## config.mk

```make
export PLATFORM = sky130hd
export DESIGN_NAME = deser_frame_ctrl_flat
export DESIGN_NICKNAME = d
export VERILOG_FILES = /design/src/rtl/deser_frame_ctrl_if.sv /design/src/rtl/deser_frame_ctrl.sv /design/src/flat_wrapper.sv
export SDC_FILE = /design/constraint.sdc
export NUM_CORES = 1
export LEC_CHECK = 0
export ABC_AREA = 1
export CAP_MARGIN = 20
export CORE_MARGIN = 4
export CORE_UTILIZATION = 56
export DETAILED_ROUTE_END_ITERATION = 12
export PLACE_DENSITY = 0.85
export SYNTH_ARGS = -nofsm -noshare
export SYNTH_HDL_FRONTEND = slang
export SYNTH_SLANG_ARGS = --single-unit
```

## constraint.sdc

```tcl
create_clock -name clk -period 3.5 [get_ports clk]
set_input_delay 0.7 -clock clk [delete_from_list [all_inputs] [get_ports clk]]
set_output_delay 0.7 -clock clk [all_outputs]
set_load 0.01 [all_outputs]
```

## src/rtl/deser_frame_ctrl_if.sv

```systemverilog
// Downstream payload stream for deser_frame_ctrl: head word, last flag and
// valid/ready handshake. The controller drives through the master modport.
interface deser_frame_ctrl_if;
  logic [31:0] m_data;
  logic        m_last;
  logic        m_valid;
  logic        m_ready;

  modport master (
    output m_data,
    output m_last,
    output m_valid,
    input  m_ready
  );

  modport slave (
    input  m_data,
    input  m_last,
    input  m_valid,
    output m_ready
  );
endinterface

```

## src/rtl/deser_frame_ctrl.sv

```systemverilog
// Frame controller for the serial-to-parallel path.
// Hunts the deserializer window for SYNC_WORD, then captures FRAME_LEN payload
// words on exact 32-bit boundaries, re-checking sync after each frame with
// flywheel tolerance of LOCK_MISS-1 missed sync words. Captured words go out
// through a 2-entry valid/ready buffer with a sticky overflow flag.
// Optional feature: define DESER_FRAME_CNT_EN to build the 16-bit frame_cnt
// register; otherwise frame_cnt is tied to zero.
module deser_frame_ctrl #(
  parameter logic [31:0] SYNC_WORD = 32'hA5A5_0F0F,
  parameter int unsigned FRAME_LEN = 4,
  parameter int unsigned LOCK_MISS = 2
) (
  input  logic                clk,
  input  logic                rst_n,
  input  logic                en,
  input  logic [31:0]         des_word,
  deser_frame_ctrl_if.master  m_if,
  output logic                locked,
  output logic                overflow,
  input  logic                clr_ovf,
  output logic [15:0]         frame_cnt
);

  localparam logic [7:0] LAST_IDX = 8'(FRAME_LEN - 1);
  localparam logic [3:0] MISS_LIM = 4'(LOCK_MISS);

  typedef enum logic [1:0] {
    HUNT,
    PAYLOAD,
    CHECK
  } state_e;

  state_e      state_q, state_d;
  logic [4:0]  bit_cnt_q, bit_cnt_d;
  logic [7:0]  word_cnt_q, word_cnt_d;
  logic [3:0]  miss_cnt_q, miss_cnt_d;

  logic        sync_hit;
  logic        boundary;
  logic        push;
  logic        push_last;

  // Buffer storage: head is what the consumer sees, tail is the second entry.
  logic [31:0] head_data_q, head_data_d;
  logic        head_last_q, head_last_d;
  logic [31:0] tail_data_q, tail_data_d;
  logic        tail_last_q, tail_last_d;
  logic [1:0]  count_q, count_d;
  logic        overflow_q, overflow_d;
  logic        valid;
  logic        pop;
  logic        drop;

  assign sync_hit  = (des_word == SYNC_WORD);
  assign boundary  = (bit_cnt_q == 5'd31);
  assign push_last = (word_cnt_q == LAST_IDX);

  // Framing state and counters register.
  always_ff @(posedge clk or negedge rst_n) begin
    if (!rst_n) begin
      state_q    <= HUNT;
      bit_cnt_q  <= '0;
      word_cnt_q <= '0;
      miss_cnt_q <= '0;
    end else begin
      state_q    <= state_d;
      bit_cnt_q  <= bit_cnt_d;
      word_cnt_q <= word_cnt_d;
      miss_cnt_q <= miss_cnt_d;
    end
  end

  // Framing next-state: sync hunt, boundary capture and sync re-check.
  always_comb begin
    state_d    = state_q;
    bit_cnt_d  = bit_cnt_q;
    word_cnt_d = word_cnt_q;
    miss_cnt_d = miss_cnt_q;
    push       = 1'b0;
    if (!en) begin
      state_d    = HUNT;
      bit_cnt_d  = '0;
      word_cnt_d = '0;
      miss_cnt_d = '0;
    end else begin
      case (state_q)
        HUNT: begin
          bit_cnt_d  = '0;
          word_cnt_d = '0;
          if (sync_hit) begin
            state_d    = PAYLOAD;
            miss_cnt_d = '0;
          end
        end
        PAYLOAD: begin
          bit_cnt_d = bit_cnt_q + 5'd1;
          if (boundary) begin
            push       = 1'b1;
            word_cnt_d = word_cnt_q + 8'd1;
            if (push_last) begin
              state_d = CHECK;
            end
          end
        end
        CHECK: begin
          bit_cnt_d = bit_cnt_q + 5'd1;
          if (boundary) begin
            word_cnt_d = '0;
            if (sync_hit) begin
              miss_cnt_d = '0;
              state_d    = PAYLOAD;
            end else begin
              miss_cnt_d = miss_cnt_q + 4'd1;
              if ((miss_cnt_q + 4'd1) == MISS_LIM) begin
                state_d = HUNT;
              end else begin
                state_d = PAYLOAD;
              end
            end
          end
        end
        default: begin
          state_d = HUNT;
        end
      endcase
    end
  end

  assign locked = (state_q != HUNT);

  assign valid = (count_q != 2'd0);
  assign pop   = valid & m_if.m_ready;
  assign drop  = push & (count_q == 2'd2) & ~pop;

  // Buffer and overflow flag register.
  always_ff @(posedge clk or negedge rst_n) begin
    if (!rst_n) begin
      head_data_q <= '0;
      head_last_q <= 1'b0;
      tail_data_q <= '0;
      tail_last_q <= 1'b0;
      count_q     <= '0;
      overflow_q  <= 1'b0;
    end else begin
      head_data_q <= head_data_d;
      head_last_q <= head_last_d;
      tail_data_q <= tail_data_d;
      tail_last_q <= tail_last_d;
      count_q     <= count_d;
      overflow_q  <= overflow_d;
    end
  end

  // Buffer update: a pop frees a slot in the same cycle, so a full buffer
  // accepts a concurrent push by shifting tail to head.
  always_comb begin
    head_data_d = head_data_q;
    head_last_d = head_last_q;
    tail_data_d = tail_data_q;
    tail_last_d = tail_last_q;
    count_d     = count_q;
    case (count_q)
      2'd0: begin
        if (push) begin
          head_data_d = des_word;
          head_last_d = push_last;
          count_d     = 2'd1;
        end
      end
      2'd1: begin
        if (push && pop) begin
          head_data_d = des_word;
          head_last_d = push_last;
        end else if (pop) begin
          count_d = 2'd0;
        end else if (push) begin
          tail_data_d = des_word;
          tail_last_d = push_last;
          count_d     = 2'd2;
        end
      end
      2'd2: begin
        if (pop) begin
          head_data_d = tail_data_q;
          head_last_d = tail_last_q;
          if (push) begin
            tail_data_d = des_word;
            tail_last_d = push_last;
          end else begin
            count_d = 2'd1;
          end
        end
      end
      default: begin
        count_d = '0;
      end
    endcase

    overflow_d = overflow_q;
    if (drop) begin
      overflow_d = 1'b1;
    end else if (clr_ovf) begin
      overflow_d = 1'b0;
    end
  end

  assign m_if.m_data  = head_data_q;
  assign m_if.m_last  = head_last_q;
  assign m_if.m_valid = valid;
  assign overflow     = overflow_q;

`ifdef DESER_FRAME_CNT_EN
  logic [15:0] frame_cnt_q;
  logic        frame_inc;

  // A confirmed sync is a hunt match or a matching sync slot; flywheel
  // slots do not count.
  assign frame_inc = en & sync_hit &
                     ((state_q == HUNT) || ((state_q == CHECK) && boundary));

  // Confirmed-sync counter, wraps naturally at 16 bits.
  always_ff @(posedge clk or negedge rst_n) begin
    if (!rst_n) begin
      frame_cnt_q <= '0;
    end else if (frame_inc) begin
      frame_cnt_q <= frame_cnt_q + 16'd1;
    end
  end

  assign frame_cnt = frame_cnt_q;
`else
  assign frame_cnt = '0;
`endif

endmodule

```

## src/flat_wrapper.sv

```systemverilog
// flat-port wrapper written by rule: the top's interface ports become plain ports
module deser_frame_ctrl_flat 
#(
  parameter logic [31:0] SYNC_WORD = 32'hA5A5_0F0F,
  parameter int unsigned FRAME_LEN = 4,
  parameter int unsigned LOCK_MISS = 2
)
  (clk, rst_n, en, des_word, locked, overflow, clr_ovf, frame_cnt, m_if_m_data, m_if_m_last, m_if_m_valid, m_if_m_ready);
  deser_frame_ctrl_if m_if_i ();
  input  logic clk;
  input  logic rst_n;
  input  logic en;
  input  logic [31:0] des_word;
  output logic locked;
  output logic overflow;
  input  logic clr_ovf;
  output logic [15:0] frame_cnt;
  output wire logic [$bits(m_if_i.m_data)-1:0] m_if_m_data;
  output wire logic [$bits(m_if_i.m_last)-1:0] m_if_m_last;
  output wire logic [$bits(m_if_i.m_valid)-1:0] m_if_m_valid;
  input wire logic [$bits(m_if_i.m_ready)-1:0] m_if_m_ready;
  assign m_if_m_data = m_if_i.m_data;
  assign m_if_m_last = m_if_i.m_last;
  assign m_if_m_valid = m_if_i.m_valid;
  assign m_if_i.m_ready = m_if_m_ready;
  deser_frame_ctrl #(.SYNC_WORD(SYNC_WORD), .FRAME_LEN(FRAME_LEN), .LOCK_MISS(LOCK_MISS)) u_core (.clk(clk), .rst_n(rst_n), .en(en), .des_word(des_word), .m_if(m_if_i), .locked(locked), .overflow(overflow), .clr_ovf(clr_ovf), .frame_cnt(frame_cnt));
endmodule
```

Yosys cells after proc, flatten, opt, wreduce, memory -nomap -nowiden
Index checks and enable logic that the tools add are counted.

word-level totals
  bits in read-only memories = 0
  register bits = 88
  bits in latches = 0
  word-level logic and storage cells = 103
  memories kept = 0
  memory bits (writable) = 0
  output and inout port bits = 52

cells by class
  div/mod/pow operators = 0
  bitwise operators = 4
  multiplexer cells = 49
  multipliers = 0
  equal/unequal tests = 22
  magnitude comparators = 0
  add/sub/neg operators = 3
  shift-type cells = 0
  reductions and logical operators = 15

operators with widths
  cell                                                   number
  2-to-1 mux 32 bit                                      7
  case mux 32 bit (3 select lines)                       1
  case mux 32 bit (2 select lines)                       1
  equality test 32 bit, second input constant            1
  2-to-1 mux 2 bit                                       12
  2-to-1 mux 8 bit                                       3
  case mux 8 bit (3 select lines)                        1
  2-to-1 mux 4 bit                                       4
  inequality test 3 x 2 -> 1 bit, second input constant  5
  2-to-1 mux 1 bit                                       13
  case mux 2 bit (3 select lines)                        2
  AND reduction 4 bit                                    3
  case mux 5 bit (2 select lines)                        1
  adder 8 x 1 -> 8 bit, second input constant            1
  equality test 8 x 2 -> 1 bit, second input constant    1
  case mux 4 bit (2 select lines)                        1
  nonzero test 2 bit                                     4
  inequality test 2 x 1 -> 1 bit, second input constant  3
  inequality test 2 bit, second input constant           3
  inequality test 3 x 1 -> 1 bit, second input constant  2
  AND reduction 3 bit                                    2
  adder 5 x 1 -> 5 bit, second input constant            1
  equality test 5 bit, second input constant             1
  2-to-1 mux 5 bit                                       1
  other kinds (14)                                       19

Logic depth before layout (Yosys ltp)
Gate-level depths: netlist of the first run.

  word-level depth = 8
  mapped depth = 14
  depth with buffers taken out = 12

Worst setup path after synthesis of the first run
No wires, ideal clock.

  path type = reg-to-reg
  start point = register u_core.bit_cnt_q[0]
  end point = register u_core.tail_data_q[0]
  library setup time = 0.130 ns
  stages on the path, launching flop included = 12
  path slack = 1.651 ns
  clock period less this slack = 1.849 ns
  arrival time = 1.719 ns
  cell sequence = dfrtp_1 > ha_1 > nand2_1 > nor2_1 > ha_1 > inv_1 > nor2_4 > inv_2 > nor2_1 > a31oi_2 > clkbuf_1 > o21ai_1

between the ends
  longest elaborated chain between the ends = 8

ends and longest elaborated chain
  what                              line                     text
  start, declared                   deser_frame_ctrl.sv:34   logic [4:0] bit_cnt_q, bit_cnt_d;
  start signal, assigned            deser_frame_ctrl.sv:67   bit_cnt_q <= bit_cnt_d;
  equality test 5 bit *             deser_frame_ctrl.sv:55   assign boundary = (bit_cnt_q == 5'd31);
  2-to-1 mux 1 bit *                deser_frame_ctrl.sv:97   if (boundary) begin
  2-to-1 mux 1 bit *                deser_frame_ctrl.sv:86   case (state_q)
  2-to-1 mux 1 bit *                deser_frame_ctrl.sv:80   if (!en) begin
  2-to-1 mux 32 bit (3 in series)   --
  case mux 32 bit (2 select lines)  --
  end signal, assigned              deser_frame_ctrl.sv:147  tail_data_q <= tail_data_d;
  end, declared                     deser_frame_ctrl.sv:46   logic [31:0] tail_data_q, tail_data_d;

Every way passes the cells marked *; elsewhere a longest branch is shown, timed or not. The select of a mux whose other input is x is not followed.
A chain may end at the register's enable or synchronous reset.

Worst setup path after layout of the first run
  start point = register u_core.count_q[0]
  end point = register u_core.overflow_q (netlist: u_core.overflow)

between the ends
  longest elaborated chain between the ends = 5

ends and longest elaborated chain
  what                                                    line                     text
  start, declared                                         deser_frame_ctrl.sv:48   logic [1:0] count_q, count_d;
  start signal, assigned                                  deser_frame_ctrl.sv:149  count_q <= count_d;
  nonzero test 2 bit                                      deser_frame_ctrl.sv:131  assign valid = (count_q != 2'd0);
  AND 1 bit                                               deser_frame_ctrl.sv:132  assign pop = valid & m_if.m_ready;
  NOT 1 bit                                               deser_frame_ctrl.sv:133  assign drop = push & (count_q == 2'd2) & ~pop;
  AND 1 bit *                                             deser_frame_ctrl.sv:133
  2-to-1 mux 1 bit or nonzero test 2 bit (tied branches)  --
  end signal, assigned                                    deser_frame_ctrl.sv:150  overflow_q <= overflow_d;
  end, declared                                           deser_frame_ctrl.sv:49   logic overflow_q, overflow_d;

Every way passes the cells marked *; elsewhere a longest branch is shown, timed or not.

==> results of run 1 <==
==> final cells by class <==
| type | instances | area, µm² | area share |
|---|---|---|---|
| tap | 102 | 127.6 | 0.02395 |
| inverter | 66 | 247.7 | 0.04649 |
| timing repair buffer | 76 | 785.8 | 0.1475 |
| clock buffer | 9 | 123.9 | 0.02324 |
| clock inverter | 7 | 77.57 | 0.01456 |
| sequential | 88 | 2202 | 0.4132 |
| multi-input combinational | 364 | 1764 | 0.3311 |
==> cell usage in the layout, fill, tap and decap left out, types with 5 or more instances in the layout <==
master,Yosys,layout
a21oi_1,7,7
a31oi_1,33,33
clkbuf_8,0,9
clkdlybuf4s50_1,0,71
conb_1,1,16
dfrtp_1,88,88
ha_1,9,9
inv_1,63,63
nand2_1,161,160
nand3_1,5,5
nor2_1,62,62
o21ai_0,18,18
o21ai_1,18,18
o21ai_2,13,13
==> power groups by stage <==
stage / combinational, W / sequential [W] / clock [W]
3_3_place_gp: 0.000381 / 0.00109 / 0
6_report: 0.000404 / 0.00108 / 0.000709
5_1_grt: 0.000463 / 0.00108 / 0.000774
2_1_floorplan: 0.000256 / 0.00109 / 0
4_1_cts: 0.000402 / 0.00108 / 0.000726
3_5_place_dp: 0.000396 / 0.00110 / 0
==> stage by stage <==
stage	hold WS (ns)	total power [W]	util	setup slack [ns]
2_1_floorplan	0.4044	0.001346	-	1.651
3_3_place_gp	0.4656	0.001476	0.6644	1.011
3_5_place_dp	0.4696	0.001494	0.6644	0.9084
4_1_cts	0.4905	0.002207	0.6906	0.9423
5_1_grt	0.3514	0.002321	0.6932	0.6418
6_report	0.3194	0.002193	0.6932	0.9554
==> worst max path at each step <==
stage	slack [ns]	startpoint	depth (start not counted)	endpoint
after floorplan	1.65	u_core.bit_cnt_q[0]$_DFFE_PN0P_	11	u_core.tail_data_q[0]$_DFFE_PN0P_
after CTS	0.94	u_core.count_q[0]$_DFFE_PN0P_	4	u_core.overflow$_DFFE_PN0P_
after detailed placement	0.91	en	9	u_core.tail_last_q$_DFFE_PN0P_
after global placement	1.01	en	10	u_core.m_if.m_data[17]$_DFFE_PN0P_
after global routing	0.64	u_core.count_q[1]$_DFFE_PN0P_	5	u_core.overflow$_DFFE_PN0P_
final	0.96	u_core.count_q[0]$_DFFE_PN0P_	4	u_core.overflow$_DFFE_PN0P_
==> flip-flops by register name, indices dropped and copies added (netlist names) <==
name,count
u_core.word_cnt_q,8
u_core.count_q,2
u_core.bit_cnt_q,5
u_core.miss_cnt_q,4
u_core.m_if.m_data,32
u_core.tail_last_q,1
u_core.tail_data_q,32
u_core.m_if.m_last,1
u_core.state_q,2
u_core.overflow,1
==> cell families (layout without fill, tap and decap cells) <==
group	count (synthesis)	count (layout)	share of synthesized area
buf+inv	103	158	0.1150
simple gates	238	238	0.2139
xor+xnor	5	5	0.009942
compound gates	96	96	0.1349
other cells	1	16	0.0008512
fa+ha+maj	9	9	0.02556
flops	88	88	0.4999
==> critical path, cell delays in order, from the launching register on <==
cell	delay, ns
dfrtp_1	0.49
nor2_4	0.23
buf_4	0.34
clkinv_1	0.82
o32ai_1	0.54
==> layer usage <==
metal / vias to the layer above / global-route usage
li1: 1813 / -
met1: 1763 / 0.2622
met2: 100 / 0.3392
met3: 18 / 0.04110
met4: 0 / 0.09071
met5: - / 0
==> metrics.md, run 1 <==
| Metric | Value |
|---|---|
| Status | `finished, final reports clean` |
| Cells after synthesis | `540` |
| R2r setup slk | `0.96 ns` |
| Synth top area share | `0.4999` |
| Post-CTS resize count | `0` |
| First-pass GRT wire length | `15970 µm` |
| Hold crit path type | `in -> async` |
| RSZ-0062 raised after global routing | `no` |
| Slew at the pin with the worst max-slew slack | `0.9421 ns` |
| Non-filler cells, final | `712` |
| Pin count of the biggest net entering global routing | `89` |
| Tmin final | `2.545 ns` |
| Starting DRT DRC Count | `207` |
| Fillers | `580` |
| Cell with the most instances after synthesis | `nand2_1` |
| Setup TNS | `0 ns` |
| Routed length on met2 | `4614 µm` |
| Net switching power | `0.0006670 W` |
| WL final | `9225 µm` |
| Crit path DAT | `2.78 ns` |
| Fin area | `0.005329 mm²` |
| DPL Wire Length | `6607 µm` |
| Synth Cell Area | `0.004405 mm²` |
| Number of synthesized flops with an enable pin | `0` |
| Post-CTS setup buffers | `0` |
| Setup violators final | `0` |
| Vias | `3694` |
| H-tree levels | `3` |
| Top Ports | `89` |
| CTS sink cnt | `88` |
| Commonest cells in the netlist | `nand2_1 (161), dfrtp_1 (88), inv_1 (63), nor2_1 (62), a31oi_1 (33)` |
| Initial core utilization | `0.5731` |
| Core area | `0.007687 mm²` |
| Hold Fails Final Rpt | `0` |
| Highest clock rate | `0.3930 GHz` |
| Num CTS Buffers | `9` |
| Clk pwr share | `0.323` |
| DR DRC count | `0` |
| Pre-antenna DRT Iters | `5` |
| Synth Flop Type | `dfrtp_1` |
| DR WL/cell | `12.96 µm` |
| Pwr dens | `411.5 mW/mm²` |
| Final worst-path cycle share | `0.7270` |
| Cell area after placement | `0.005107 mm²` |
| Flop pwr share | `0.492` |
| Cell Count Post-Placement | `695` |
| CTS Root Cell | `clkbuf_8` |
| Syn Area/Cell | `8.158 µm²` |
| Asr flop ratio synth | `1.000` |
| Slew HR | `0.3680` |
| Max-cap viol count | `0` |
| Post-CTS Hold Buffers | `0` |
| Fraction of layout instances using a drive strength above 1 | `0.07049` |
| Max Used Layer | `met4` |
| Critical R2R Capture | `u_core.overflow$_DFFE_PN0P_` |
| Die Area | `0.009350 mm²` |
| Initial antenna violation count | `0` |
| GP Congestion | `0.8121` |
| # port buffers | `72` |
| Startpoint types | `flip-flop` |
| Gr usage total | `0.2053` |
| TritonCTS clock tree | `done` |
| CTS max path bufs | `2` |
| Vias in the first global route | `3537` |
| Post-route ant nets | `0` |
| RR Startpoint | `u_core.count_q[0]$_DFFE_PN0P_` |
| Crit. End Element | `flip-flop` |
| Met3 Wirelength | `471 µm` |
| Comb power frac | `0.184` |
| Met1 wire length | `3967 µm` |
| Synth cell types | `30` |
| Worst R2R Path Depth | `4` |
| Net Sw Frac | `0.3042` |
| Flop and latch count out of synthesis | `88` |
| Post-synth top area cell | `dfrtp_1` |
| Via/cell ratio | `5.188` |
| Row cnt | `32` |
| Die height | `96.70 µm` |
| Clk_lat worst skew | `0.36 ns` |
| Max FO, Critical Path | `34` |
| Critical path type | `reg -> reg` |
| Worst path required time | `3.74 ns` |
| Total grt overflow | `0` |
| Area delta synth->final | `20.96%` |
| Die X | `96.70 µm` |
| Internal power | `0.001526 W` |
| ANT cells | `0` |
| CTS clk-pin slew, worst paths | `0.10 ns` |
| Lkg Pwr | `2.572 nW` |
| Peak VDD IR | `0.0003980 V` |
| Seq/Total Area, Yosys | `0.4999` |
| Main area contributors after synthesis | `dfrtp_1 (50%), nand2_1 (14%), inv_1 (5.4%)` |
| Final Skew | `0.01297 ns` |
| Nets | `651` |
| Yosys warnings | `0` |
| Final Max Slew Viols | `0` |
No activity file was read; power rests on OpenSTA's default activity.
==> inputs of run 2 (changes only) <==
--- a/config.mk
+++ b/config.mk
@@ -8,9 +8,9 @@
 export ABC_AREA = 1
 export CAP_MARGIN = 20
 export CORE_MARGIN = 4
-export CORE_UTILIZATION = 56
+export CORE_UTILIZATION = 52
 export DETAILED_ROUTE_END_ITERATION = 12
-export PLACE_DENSITY = 0.85
+export PLACE_DENSITY = 0.8
 export SYNTH_ARGS = -nofsm -noshare
 export SYNTH_HDL_FRONTEND = slang
 export SYNTH_SLANG_ARGS = --single-unit
==> constraint.sdc (replaced) <==
create_clock -name clk -period 2.4 [get_ports clk]
set_input_delay 0.48 -clock clk [delete_from_list [all_inputs] [get_ports clk]]
set_output_delay 0.48 -clock clk [all_outputs]
set_load 0.01 [all_outputs]
==> metrics.md, run 2 (synthesis results as in run 1) <==
| Metric | Value |
|---|---|
| Status | `finished, final reports clean (unchanged)` |
| Die Area | `0.01001 mm² (was 0.009350 mm²)` |
| Total grt overflow | `0 (unchanged)` |
| Final worst-path cycle share | `0.9042` |
| DR DRC count | `0 (unchanged)` |
| CTS clk-pin slew, worst paths | `0.10 ns (about the same)` |
| Final Skew | `0.01402 ns (was 0.01297 ns)` |
| Via/cell ratio | `5.069 (was 5.188)` |
| Fraction of layout instances using a drive strength above 1 | `0.07805 (was 0.07049)` |
| Hold Fails Final Rpt | `0 (unchanged)` |
| Crit. End Element | `output port (was flip-flop)` |
| Num CTS Buffers | `9 (unchanged)` |
| Post-CTS setup buffers | `0 (unchanged)` |
| Worst path bufs/invs | `3 (was 2)` |
| DR WL/cell | `13.25 µm (was 12.96 µm)` |
| Nets | `656 (was 651)` |
| Clk_lat worst skew | `0.36 ns (about the same)` |
| Setup violators final | `0 (unchanged)` |
| Vias | `3650 (was 3694)` |
| TritonCTS clock tree | `done (unchanged)` |
| Most frequent cells in the layout | `nand2_1 (160), dfrtp_1 (88), clkdlybuf4s50_1 (71) (unchanged)` |
| Final Power | `0.003246 W (was 0.002193 W)` |
| DPL Wire Length | `6839 µm (was 6607 µm)` |
| CP peak stage delay | `0.54 ns (was 0.82 ns)` |
| CTS max path bufs | `2 (unchanged)` |
| CP max-delay cell | `clkdlybuf4s50_1 (was clkinv_1)` |
| # port buffers | `72 (unchanged)` |
| Pin count of the biggest net entering global routing | `67 (was 89)` |
| Fillers | `680 (was 580)` |
| Slew at the pin with the worst max-slew slack | `0.5632 ns (was 0.9421 ns)` |
| Post-route ant nets | `0 (unchanged)` |
| Vias in the first global route | `3532 (was 3537)` |
| Starting DRT DRC Count | `183 (was 207)` |
| CTS Root Cell | `clkbuf_8 (unchanged)` |
| R2r setup slk | `0.30 ns (was 0.96 ns)` |
| Pwr dens | `603.2 mW/mm² (was 411.5 mW/mm²)` |
| Worst path required time | `1.92 ns (was 3.74 ns)` |
| Die height | `100.0 µm (was 96.70 µm)` |
| Crit path DAT | `1.69 ns (was 2.78 ns)` |
| Final Max Slew Viols | `0 (unchanged)` |
| RSZ-0062 raised after global routing | `no (unchanged)` |
| Commonest non-fill, non-tap cell in the layout | `nand2_1 (unchanged)` |
| Initial core utilization | `0.5362 (was 0.5731)` |
| Critical path type | `reg -> out (was reg -> reg)` |
| WL final | `9543 µm (was 9225 µm)` |
| Max-cap viol count | `0 (unchanged)` |
| Top Ports | `89 (unchanged)` |
| H-tree levels | `3 (unchanged)` |
| Core Util, Final | `0.6549 (was 0.6932)` |
| Worst path cell trace | `inv_1, ha_1, inv_1, clkdlybuf4s50_1 (was nor2_4, buf_4, clkinv_1, o32ai_1)` |
| Hold crit path type | `in -> async (unchanged)` |
| CTS sink cnt | `88 (unchanged)` |
| Peak VDD IR | `0.0004715 V (was 0.0003980 V)` |
| First-pass GRT wire length | `16110 µm (was 15970 µm)` |
| Die X | `100.0 µm (was 96.70 µm)` |
| Pre-antenna DRT Iters | `5 (unchanged)` |
| Setup TNS | `0 ns (unchanged)` |
| Initial antenna violation count | `0 (unchanged)` |
| Post-CTS Hold Buffers | `0 (unchanged)` |
| Cell area after placement | `0.005169 mm² (was 0.005107 mm²)` |
| GP Congestion | `0.8579 (was 0.8121)` |
| Startpoint types | `flip-flop (unchanged)` |
| Area delta synth->final | `22.15% (was 20.96%)` |
| Lkg Pwr | `2.598 nW (was 2.572 nW)` |
| Gr usage total | `0.1988 (was 0.2053)` |
| ANT cells | `0 (unchanged)` |
| Post-CTS resize count | `0 (unchanged)` |
| Max FO, Critical Path | `4 (was 34)` |
| Tmin final | `2.170 ns` |
| Cell mode on critical path | `inv_1` |
| Slew HR | `0.6245 (was 0.3680)` |
| Core area | `0.008217 mm² (was 0.007687 mm²)` |
| CP delay by family, top | `buffers and inverters (unchanged)` |
| Row cnt | `33 (was 32)` |
| Highest clock rate | `0.4608 GHz` |
| Fin area | `0.005381 mm² (was 0.005329 mm²)` |
==> run 2: cell types whose count changed in the layout (fill, tap and decap cells not counted), sizes merged <==
cell    before  now
clkbuf       9   10
buf          5   10
inv         67   68
clkinv       4    2
==> run 2: final timing paths <==
path                                                          from                            endpoint  cells after the start
worst max-delay path                 u_core.state_q[0]$_DFFE_PN0P_                              locked                      4
worst min-delay path                                         rst_n  u_core.m_if.m_data[29]$_DFFE_PN0P_                      1
worst max register to register     u_core.bit_cnt_q[0]$_DFFE_PN0P_  u_core.tail_data_q[20]$_DFFE_PN0P_                     12
worst min register to register  u_core.tail_data_q[16]$_DFFE_PN0P_  u_core.tail_data_q[16]$_DFFE_PN0P_                      2
max in group asynchronous                                    rst_n  u_core.m_if.m_data[12]$_DFFE_PN0P_                      2
min in group clk                u_core.tail_data_q[16]$_DFFE_PN0P_  u_core.tail_data_q[16]$_DFFE_PN0P_                      2
==> run 2: area by class of cell <==
type | instances | area [µm²] | area share
sequential | 88 | 2202 | 0.4092
tap | 105 | 131.4 | 0.02441
timing repair buffer | 81 | 823.3 | 0.1530
inverter | 66 | 247.7 | 0.04604
clock buffer | 10 | 137.6 | 0.02558
multi-input combinational | 364 | 1764 | 0.3278
clock inverter | 6 | 75.07 | 0.01395
==> run 2: where the power goes <==
part / total [W] / internal [W] / switching (W)
logic: 0.000587 / 0.000219 / 0.000368
clock network: 0.00109 / 0.000526 / 0.000560
registers: 0.00157 / 0.00152 / 0.0000537
==> run 2: routing by layer <==
metal | track usage | vias to the layer above | share of wire
li1 | - | 1820 | -
met3 | 0.03614 | 11 | 0.060
met5 | 0 | - | 0
met4 | 0.07150 | 0 | 0.013
met1 | 0.2560 | 1723 | 0.43
met2 | 0.3376 | 96 | 0.50
==> run 2: per-stage QoR <==
| step | cells | hold slack [ns] | worst slack (ns) |
|---|---|---|---|
| after floorplan | 555 | 0.1844 | 0.5509 |
| final | 720 | 0.09436 | 0.2300 |
| after global placement | 704 | 0.4642 | 0.1627 |
| after global routing | 720 | 0.1214 | 0.03317 |
| after CTS | 720 | 0.1201 | 0.2229 |
| after detailed placement | 704 | 0.4692 | 0.03791 |
==> inputs of run 3 (changes only) <==
--- a/config.mk
+++ b/config.mk
@@ -5,12 +5,11 @@
 export SDC_FILE = /design/constraint.sdc
 export NUM_CORES = 1
 export LEC_CHECK = 0
-export ABC_AREA = 1
 export CAP_MARGIN = 20
 export CORE_MARGIN = 4
-export CORE_UTILIZATION = 52
+export CORE_UTILIZATION = 51
 export DETAILED_ROUTE_END_ITERATION = 12
-export PLACE_DENSITY = 0.8
+export PLACE_DENSITY = 0.79
 export SYNTH_ARGS = -nofsm -noshare
 export SYNTH_HDL_FRONTEND = slang
 export SYNTH_SLANG_ARGS = --single-unit
==> metrics.md, run 3 <==
| Metric | Value |
|---|---|
| Non-filler cells, final | `605 (was 720)` |
| Die height | `99.31 µm (was 100.0 µm)` |
| Commonest cells in the netlist | `dfrtp_1 (88), nand2_1 (75), nor2_1 (39), a31oi_1 (35), mux2_2 (32) (was nand2_1 (161), dfrtp_1 (88), inv_1 (63), nor2_1 (62), a31oi_1 (33))` |
| Setup violators final | `0 (unchanged)` |
| TritonCTS clock tree | `done (unchanged)` |
| CTS sink cnt | `88 (unchanged)` |
| WL final | `8882 µm (was 9543 µm)` |
| Lkg Pwr | `2.479 nW (was 2.598 nW)` |
| Max FO, Critical Path | `6 (was 4)` |
| CTS clk-pin slew, worst paths | `0.09 ns (was 0.10 ns)` |
| CP delay by family, top | `buffers and inverters (unchanged)` |
| CP peak stage delay | `0.50 ns (was 0.54 ns)` |
| Pre-antenna DRT Iters | `4 (was 5)` |
| Worst path bufs/invs | `3 (unchanged)` |
| Status | `finished, final reports clean (unchanged)` |
| Gr usage total | `0.1841 (was 0.1988)` |
| Flop and latch count out of synthesis | `88 (unchanged)` |
| CTS max path bufs | `2 (unchanged)` |
| Yosys warnings | `0 (unchanged)` |
| Die Area | `0.009861 mm² (was 0.01001 mm²)` |
| Asr flop ratio synth | `1.000 (unchanged)` |
| Pwr dens | `653.9 mW/mm² (was 603.2 mW/mm²)` |
| Starting DRT DRC Count | `157 (was 183)` |
| Die X | `99.31 µm (was 100.0 µm)` |
| Core Util, Final | `0.6474 (was 0.6549)` |
| Initial core utilization | `0.5200 (was 0.5362)` |
| Total grt overflow | `0 (unchanged)` |
| Synth Area in Adders | `0.02649 (was 0.02556)` |
| Vias | `3309 (was 3650)` |
| Fraction of layout instances using a drive strength above 1 | `0.1540 (was 0.07805)` |
| GP Congestion | `0.8120 (was 0.8579)` |
| Nets | `541 (was 656)` |
| Synth cell types | `52 (was 30)` |
| First-pass GRT wire length | `14780 µm (was 16110 µm)` |
| Row cnt | `33 (unchanged)` |
| Simple-gate share of the synthesized area | `0.1778 (was 0.2139)` |
| Dpl ws | `-0.4121 ns (was 0.03791 ns)` |
| Initial antenna violation count | `0 (unchanged)` |
| Clk_lat worst skew | `0.35 ns (was 0.36 ns)` |
| Critical path type | `reg -> out (unchanged)` |
| RSZ-0062 raised after global routing | `no (unchanged)` |
| Cell mode on critical path | `inv_1 (unchanged)` |
| Area delta synth->final | `24.49% (was 22.15%)` |
| Mux cell area share after synthesis | `0.1001 (was 0)` |
| Most frequent cells in the layout | `dfrtp_1 (88), nand2_1 (75), clkdlybuf4s50_1 (71) (was nand2_1 (160), dfrtp_1 (88), clkdlybuf4s50_1 (71))` |
| Final Skew | `0.01281 ns (was 0.01402 ns)` |
| Startpoint types | `flip-flop (unchanged)` |
| Post-route ant nets | `0 (unchanged)` |
| Final WS setup | `0.09780 ns (was 0.2300 ns)` |
| CP max-delay cell | `clkdlybuf4s50_1 (unchanged)` |
| Num CTS Buffers | `9 (unchanged)` |
| DR WL/cell | `14.68 µm (was 13.25 µm)` |
| Post-CTS setup buffers | `0 (unchanged)` |
| Synth Cell Area | `0.004252 mm² (was 0.004405 mm²)` |
| Hold crit path type | `in -> async (unchanged)` |
| Vias in the first global route | `3111 (was 3532)` |
| CTS Root Cell | `clkbuf_8 (unchanged)` |
| Cells after synthesis | `422 (was 540)` |
| Synth top area share | `0.5180 (was 0.4999)` |
| Largest family of logic cells by synthesized area | `simple AND/OR/NAND/NOR gates (unchanged)` |
| Final worst-path cycle share | `0.9592 (was 0.9042)` |
| Syn Area/Cell | `10.07 µm² (was 8.158 µm²)` |
| Cell with the most instances after synthesis | `dfrtp_1 (was nand2_1)` |
| Post-synthesis compound-gate area fraction | `0.1145 (was 0.1349)` |
| Slew at the pin with the worst max-slew slack | `0.6514 ns (was 0.5632 ns)` |
| H-tree levels | `3 (unchanged)` |
| Number of synthesized flops with an enable pin | `0 (unchanged)` |
| Worst path cell trace | `inv_1, ha_1, inv_1, clkdlybuf4s50_1 (unchanged)` |
| Crit. End Element | `output port (unchanged)` |
| Pin count of the biggest net entering global routing | `53 (was 67)` |
| Cell Count Post-Placement | `589 (was 704)` |
| XOR/XNOR Fraction of Synth Area | `0.004120 (was 0.009940)` |
| # port buffers | `72 (unchanged)` |
| Top Ports | `89 (unchanged)` |
| Seq/Total Area, Yosys | `0.5180 (was 0.4999)` |
| Crit path DAT | `1.82 ns (was 1.69 ns)` |
| Worst path required time | `1.92 ns (about the same)` |
| Post-synth top area cell | `dfrtp_1 (unchanged)` |
| ANT cells | `0 (unchanged)` |
| Tmin final | `2.302 ns (was 2.170 ns)` |
| Commonest non-fill, non-tap cell in the layout | `dfrtp_1 (was nand2_1)` |
| Highest clock rate | `0.4344 GHz (was 0.4608 GHz)` |
| Via/cell ratio | `5.469 (was 5.069)` |
| Max-cap viol count | `0 (unchanged)` |
| Slew HR | `0.5657 (was 0.6245)` |
| Peak VDD IR | `0.0003402 V (was 0.0004715 V)` |
| Synth Flop Type | `dfrtp_1 (unchanged)` |
| DPL Wire Length | `6412 µm (was 6839 µm)` |
| Final Max Slew Viols | `0 (unchanged)` |
| Hold Fails Final Rpt | `0 (unchanged)` |
| DR DRC count | `0 (unchanged)` |
| Core area | `0.008175 mm² (was 0.008217 mm²)` |
| Main area contributors after synthesis | `dfrtp_1 (52%), mux2_2 (8.5%), nand2_1 (6.6%) (was dfrtp_1 (50%), nand2_1 (14%), inv_1 (5.4%))` |
## run 3: cell count changes after synthesis, moves of 4 or more
cell and delta:
mux2_2 +32, inv_1 -55, mux2i_1 +5, o21ai_1 -17, o21ai_2 -13, nand2_1 -86, nor2_1 -23, clkbuf_1 +9
buf_6 -5, nor2b_1 +6, o21ai_0 -4, and3_1 +4
## run 3: worst paths after layout
path                                                  start                                 end  slack (ns)  cells past startpoint
max                           u_core.state_q[0]$_DFFE_PN0P_                              locked         0.1                      4
min                                                   rst_n  u_core.m_if.m_data[26]$_DFFE_PN0P_        0.14                      1
max reg2reg                 u_core.bit_cnt_q[0]$_DFFE_PN0P_   u_core.tail_data_q[1]$_DFFE_PN0P_        0.17                      7
min reg2reg                u_core.word_cnt_q[7]$_DFFE_PN0P_    u_core.word_cnt_q[7]$_DFFE_PN0P_        0.47                      1
max in group asynchronous                             rst_n     u_core.bit_cnt_q[0]$_DFFE_PN0P_        1.62                      2
min in group clk           u_core.word_cnt_q[7]$_DFFE_PN0P_    u_core.word_cnt_q[7]$_DFFE_PN0P_        0.47                      1
## run 3: area by class of cell
| type | count | area (µm²) |
|---|---|---|
| fill | 636 | 2883 |
| sequential | 88 | 2202 |
| multi-input combinational | 302 | 1873 |
| timing repair buffer | 86 | 860.8 |
| tap | 105 | 131.4 |
| clock buffer | 10 | 127.6 |
| clock inverter | 6 | 67.56 |
| inverter | 8 | 30.03 |
## run 3: kinds of logic (layout without fill, tap and decap cells)
kind of cell | count (synthesis) | after routing
AOI/OAI and AO/OA | 75 | 75
xor gates and xnor gates | 2 | 2
adders and majority gates | 9 | 9
buffers and inverters | 47 | 110
DFF | 88 | 88
muxes | 38 | 38
other | 1 | 16
and+or+nand+nor | 162 | 162
## run 3: metal layers
metal | vias to the layer above | track usage | wire, µm
met5 | - | 0 | 0
met4 | 0 | 0.05567 | 119
met3 | 14 | 0.04348 | 467
met2 | 95 | 0.3001 | 4272
met1 | 1604 | 0.2459 | 4023
li1 | 1596 | - | -
## run 3: report_power, final
part / internal [W] / switching (W) / total (W)
logic: 0.000382 / 0.000429 / 0.000812
registers: 0.00158 / 0.0000687 / 0.00165
clock network: 0.000485 / 0.000518 / 0.00100
## run 3: through the flow
step	setup TNS [ns]	total power, W	hold WS, ns	instance area (µm²)
3_3_place_gp	-1.955	0.002456	0.4586	5086
6_report	0	0.003461	0.1406	5293
3_5_place_dp	-2.103	0.002483	0.4572	5086
4_1_cts	0	0.003494	0.1583	5290
5_1_grt	0	0.003643	0.1871	5293
2_1_floorplan	0	0.002126	0.1844	4308
## run 3: timing repair
action,in CTS,in global routing
resized for setup,1,1
hold buffers,0,0
cloned,0,0
pin swaps,2,0
setup endpoints to repair,1,7
==> edit 1: new RTL, settings of run 3 <==
Add a define of `DESER_FRAME_CNT_EN`.
--- a/src/rtl/deser_frame_ctrl.sv
+++ b/src/rtl/deser_frame_ctrl.sv
@@ -5,6 +5,8 @@
 // through a 2-entry valid/ready buffer with a sticky overflow flag.
 // Optional feature: define DESER_FRAME_CNT_EN to build the 16-bit frame_cnt
 // register; otherwise frame_cnt is tied to zero.
+`define DESER_FRAME_CNT_EN
+
 module deser_frame_ctrl #(
   parameter logic [31:0] SYNC_WORD = 32'hA5A5_0F0F,
   parameter int unsigned FRAME_LEN = 4,
Function: changed (Yosys sat finds a counterexample within 4 cycles, from zero or initial values and one cycle with rst_n low).
==> edit 1 against run 3 <==
Utilization grew 4.4 points. Power increased by 13%. Sequential cell count increased by 16. Worst setup slack got worse by 0.055 ns. Critical endpoint is now u_core.frame_cnt[1]. Design area rose by 23%. Routed wire length increased by 34%. Synthesized area grew 18%. First-iteration DRC count rose by 32%. Largest cell class unchanged.
==> edit 1: results (changes against run 3) <==
[floorplanning]
die_x_um = 107  ; was 99.3 µm

[cells_and_area]
layout.nets = 655  ; was 541
fill_cells = 709  ; was 636
drive_above_1_share_pct = 17.0  ; was 15.4%

[place]
hpwl_um = 8270  ; was 6410 µm
routabilityCongestion = 0.820  ; was 0.812
post-place-ws_ns = -0.348  ; was -0.412 ns
portBuffers = 88  ; was 72
dpl-instance-area_mm2 = 0.00627  ; was 0.00509 mm²

[drt]
drt_iter0_markers = 208  ; was 157
dr.pass1.iters = 5  ; was 4
vias = 4129  ; was 3309

[critical_path]
r2r_setup_slack_ns = 0.15  ; was 0.17 ns
crit_start = des_word[14]  ; was u_core.state_q[0]
arrival_ns = 2.61  ; was 1.82 ns
r2r_cells = 6  ; was 7

[outcome]
status = finished clean  ; unchanged

[timing]
worst_slew_pin_slew_ns = 0.599  ; was 0.651 ns
fin_crit_ns = 2.36  ; was 2.30 ns

[global_route]
grt_max_degree = 57  ; was 53
grt_pass1_vias = 4102  ; was 3111
grt_pass1_wl_um = 20200  ; was 14800 µm

[synth]
synthAdderAreaFrac_pct = 2.50  ; was 2.65%
synth.area.top_cells = dfrtp_1, mux2_2, nand2_1  ; unchanged
synth_xor_area_share_pct = 2.63  ; was 0.412%
synth_mux_area_share_pct = 8.03  ; was 10.0%
seq_area_frac_synth_pct = 52.0  ; was 51.8%

[edit 1: cell count changes after synthesis, moves of 4 or more]
cell     before  now
xor2_1        2   15
nand2_1      75   84
o21ai_0      14   22
and2_1        2    6
buf_4        16    0
nor2_1       39   51
nand4_1       4   10
dfrtp_1      88  104
nor3_1        2   13
[edit 1: repair_timing]
item | 4_1_cts | 5_1_grt
setup endpoints to repair | 1 | 5
pin swaps | 0 | 1
hold buffers | 0 | 0
gates resized for setup | 0 | 3
buffers inserted | 1 | 0
[edit 1: per-stage QoR]
stage | hold slack, ns | std cells | TNS [ns]
floorplan | 0.184 | 498 | 0
finish | 0.110 | 741 | 0
CTS | 0.120 | 741 | 0
detailed placement | 0.464 | 725 | -4.85
global placement | 0.462 | 725 | -4.23
global route | 0.149 | 741 | 0
[edit 1: per-layer routing]
metal | GRT usage, % | vias up | wire, µm
li1 | - | 1969 | -
met1 | 30.7 | 2030 | 5310
met2 | 34.6 | 117 | 5820
met3 | 3.67 | 13 | 569
met4 | 6.76 | 0 | 167
met5 | 0 | - | 0
[edit 1: layout make-up]
class	count	area [µm²]	area share, %
Clock buffer	11	141	2.17
Tap cell	129	161	2.48
Clock inverter	4	76.3	1.17
Timing Repair Buffer	127	1220	18.8
Multi-Input combinational cell	360	2290	35.1
Inverter	6	22.5	0.346
Sequential cell	104	2600	40.0
[edit 1: where the power goes]
group / total (W) / switching, W / internal, W
registers: 0.00190 / 0.0000614 / 0.00183
clock network: 0.00120 / 0.000587 / 0.000615
logic: 0.000821 / 0.000430 / 0.000390
[edit 1: worst max-delay path, stage by stage]
cell and delay, ns:
clkdlybuf4s50_1 0.46, or4_4 0.57, nor4_4 0.30, nand2_2 0.13, buf_12 0.17, nor2_1 0.15
mux2_2 0.34
==> edit 2: new RTL, flow settings as in run 3 <==
Without the edit above. Re-encode `state_e` (3 states) as one-hot, 3 bits wide.
--- a/src/rtl/deser_frame_ctrl.sv
+++ b/src/rtl/deser_frame_ctrl.sv
@@ -24,10 +24,10 @@
   localparam logic [7:0] LAST_IDX = 8'(FRAME_LEN - 1);
   localparam logic [3:0] MISS_LIM = 4'(LOCK_MISS);
 
-  typedef enum logic [1:0] {
-    HUNT,
-    PAYLOAD,
-    CHECK
+  typedef enum logic [2:0] {
+    HUNT    = 3'b001,
+    PAYLOAD = 3'b010,
+    CHECK   = 3'b100
   } state_e;
 
   state_e      state_q, state_d;
Check against the original RTL: no difference found for any inputs over 10 cycles, from zero or initial values and one cycle with rst_n low; not proved beyond that.
==> edit 2 against run 3 <==
Critical endpoint is now u_core.m_if.m_data[31]. Synthesized area increased by 11%. Routed wire length increased by 11%. Sequential cell count increased by 1. Cell count decreased by 4.0%. Design area increased by 10%. Worst setup slack improved by 0.028 ns. Via count decreased by 2.2%.
Power is not compared: it rests on default switching activity, and its combinational part moved more than twofold at a synthesized area within 25%.
==> edit 2: results (changes against run 3) <==
[critical_path]
timing.rr.end = u_core.m_if.m_data[31]  ; was u_core.tail_data_q[1]
r2r_cells = 8  ; was 7
critPathMaxStageDelay_ns = 0.43  ; was 0.50 ns
path_max_fanout = 25  ; was 6
r2r_setup_slack_ns = 0.13  ; was 0.17 ns
r2r-start = u_core.bit_cnt_q[1]  ; was u_core.bit_cnt_q[0]

[synth]
synth-compound-area-share_pct = 8.73  ; was 11.4%
yosys.cell_types.count = 66  ; was 52
seq_area_frac_synth_pct = 47.3  ; was 51.8%
synth_mux_area_share_pct = 26.0  ; was 10.0%
synthAdderAreaFrac_pct = 1.33  ; was 2.65%
synth_xor_area_share_pct = 0.929  ; was 0.412%
synth.area.top_cells = dfrtp_1, mux2_1, mux2_4  ; was dfrtp_1, mux2_2, nand2_1

[drt]
viasPerCell = 5.57  ; was 5.47
post_drt_wl_per_cell_um = 17.0  ; was 14.7 µm
wl_met2_um = 4920  ; was 4270 µm
drt_iter0_markers = 153  ; was 157

[clocking]
clockBufferDepth = 2  ; unchanged
htree_levels = 3  ; unchanged
cts_resized = 0  ; was 1

[place]
routabilityCongestion = 0.809  ; was 0.812
hpwl_um = 7120  ; was 6410 µm

[global_route]
grt_pass1_wl_um = 16700  ; was 14800 µm
grt_pass1_vias = 3397  ; was 3111
grt.met2_usage_pct = 31.5  ; was 30.0%
grtUsageTotal_pct = 18.8  ; was 18.4%
grt_use_met3_pct = 6.02  ; was 4.35%
grt_max_degree = 47  ; was 53

[cells_and_area]
drive_above_1_share_pct = 19.5  ; was 15.4%
layout.nets = 511  ; was 541

[timing]
hold_ws_ns = 0.108  ; was 0.141 ns
maxSlewHeadroom_pct = 61.3  ; was 56.6%
skew_ns = 0.00781  ; was 0.0128 ns

[outcome]
status = finished clean  ; unchanged

[power_and_ir_drop]
peakVddDrop_mv = 0.255

[edit 2: changes by cell type after synthesis, moves of 6 or more]
cell,run 3,this run
a31oi_1,35,2
clkbuf_1,16,5
o21ai_0,14,6
nand2_1,75,18
buf_6,1,7
o22ai_1,1,10
nor2_1,39,19
mux2_1,0,61
mux2_4,1,30
mux2_2,32,6
[edit 2: power by group through the flow]
stage | Clock, W | Sequential [W] | Combinational [W]
floorplan | 0 | 0.00155 | 0.000235
global placement | 0 | 0.00156 | 0.000386
detailed placement | 0 | 0.00156 | 0.000400
CTS | 0.00105 | 0.00153 | 0.000403
global route | 0.00112 | 0.00153 | 0.000445
finish | 0.00102 | 0.00153 | 0.000404
[edit 2: layout make-up]
cell class	instances	area, µm²
fill	669	3020
multi-input combinational	261	2270
sequential	89	2230
timing repair buffer	98	963
tap	108	135
clock buffer	9	124
clock inverter	6	67.6
inverter	10	37.5
[edit 2: through the flow]
stage / std cells / worst slack, ns / total power, W / instance area (µm²)
after global routing: 581 / 0.0255 / 0.00310 / 5820
after floorplan: 394 / 0.168 / 0.00179 / 4770
after CTS: 581 / 0.0323 / 0.00298 / 5820
after global placement: 566 / -0.0416 / 0.00195 / 5630
final: 581 / 0.125 / 0.00296 / 5820
after detailed placement: 566 / -0.0722 / 0.00196 / 5630
[edit 2: worst max path at each step]
stage,startpoint,depth (start not counted),endpoint,slack (ns)
CTS,u_core.bit_cnt_q[1],8,u_core.m_if.m_data[31],0.03
floorplan,u_core.bit_cnt_q[0],9,u_core.word_cnt_q[3],0.17
global route,u_core.bit_cnt_q[1],8,u_core.word_cnt_q[3],0.03
finish,u_core.bit_cnt_q[1],8,u_core.m_if.m_data[31],0.13
detailed placement,en,8,u_core.m_if.m_data[31],-0.07
global placement,en,8,u_core.m_if.m_data[31],-0.04
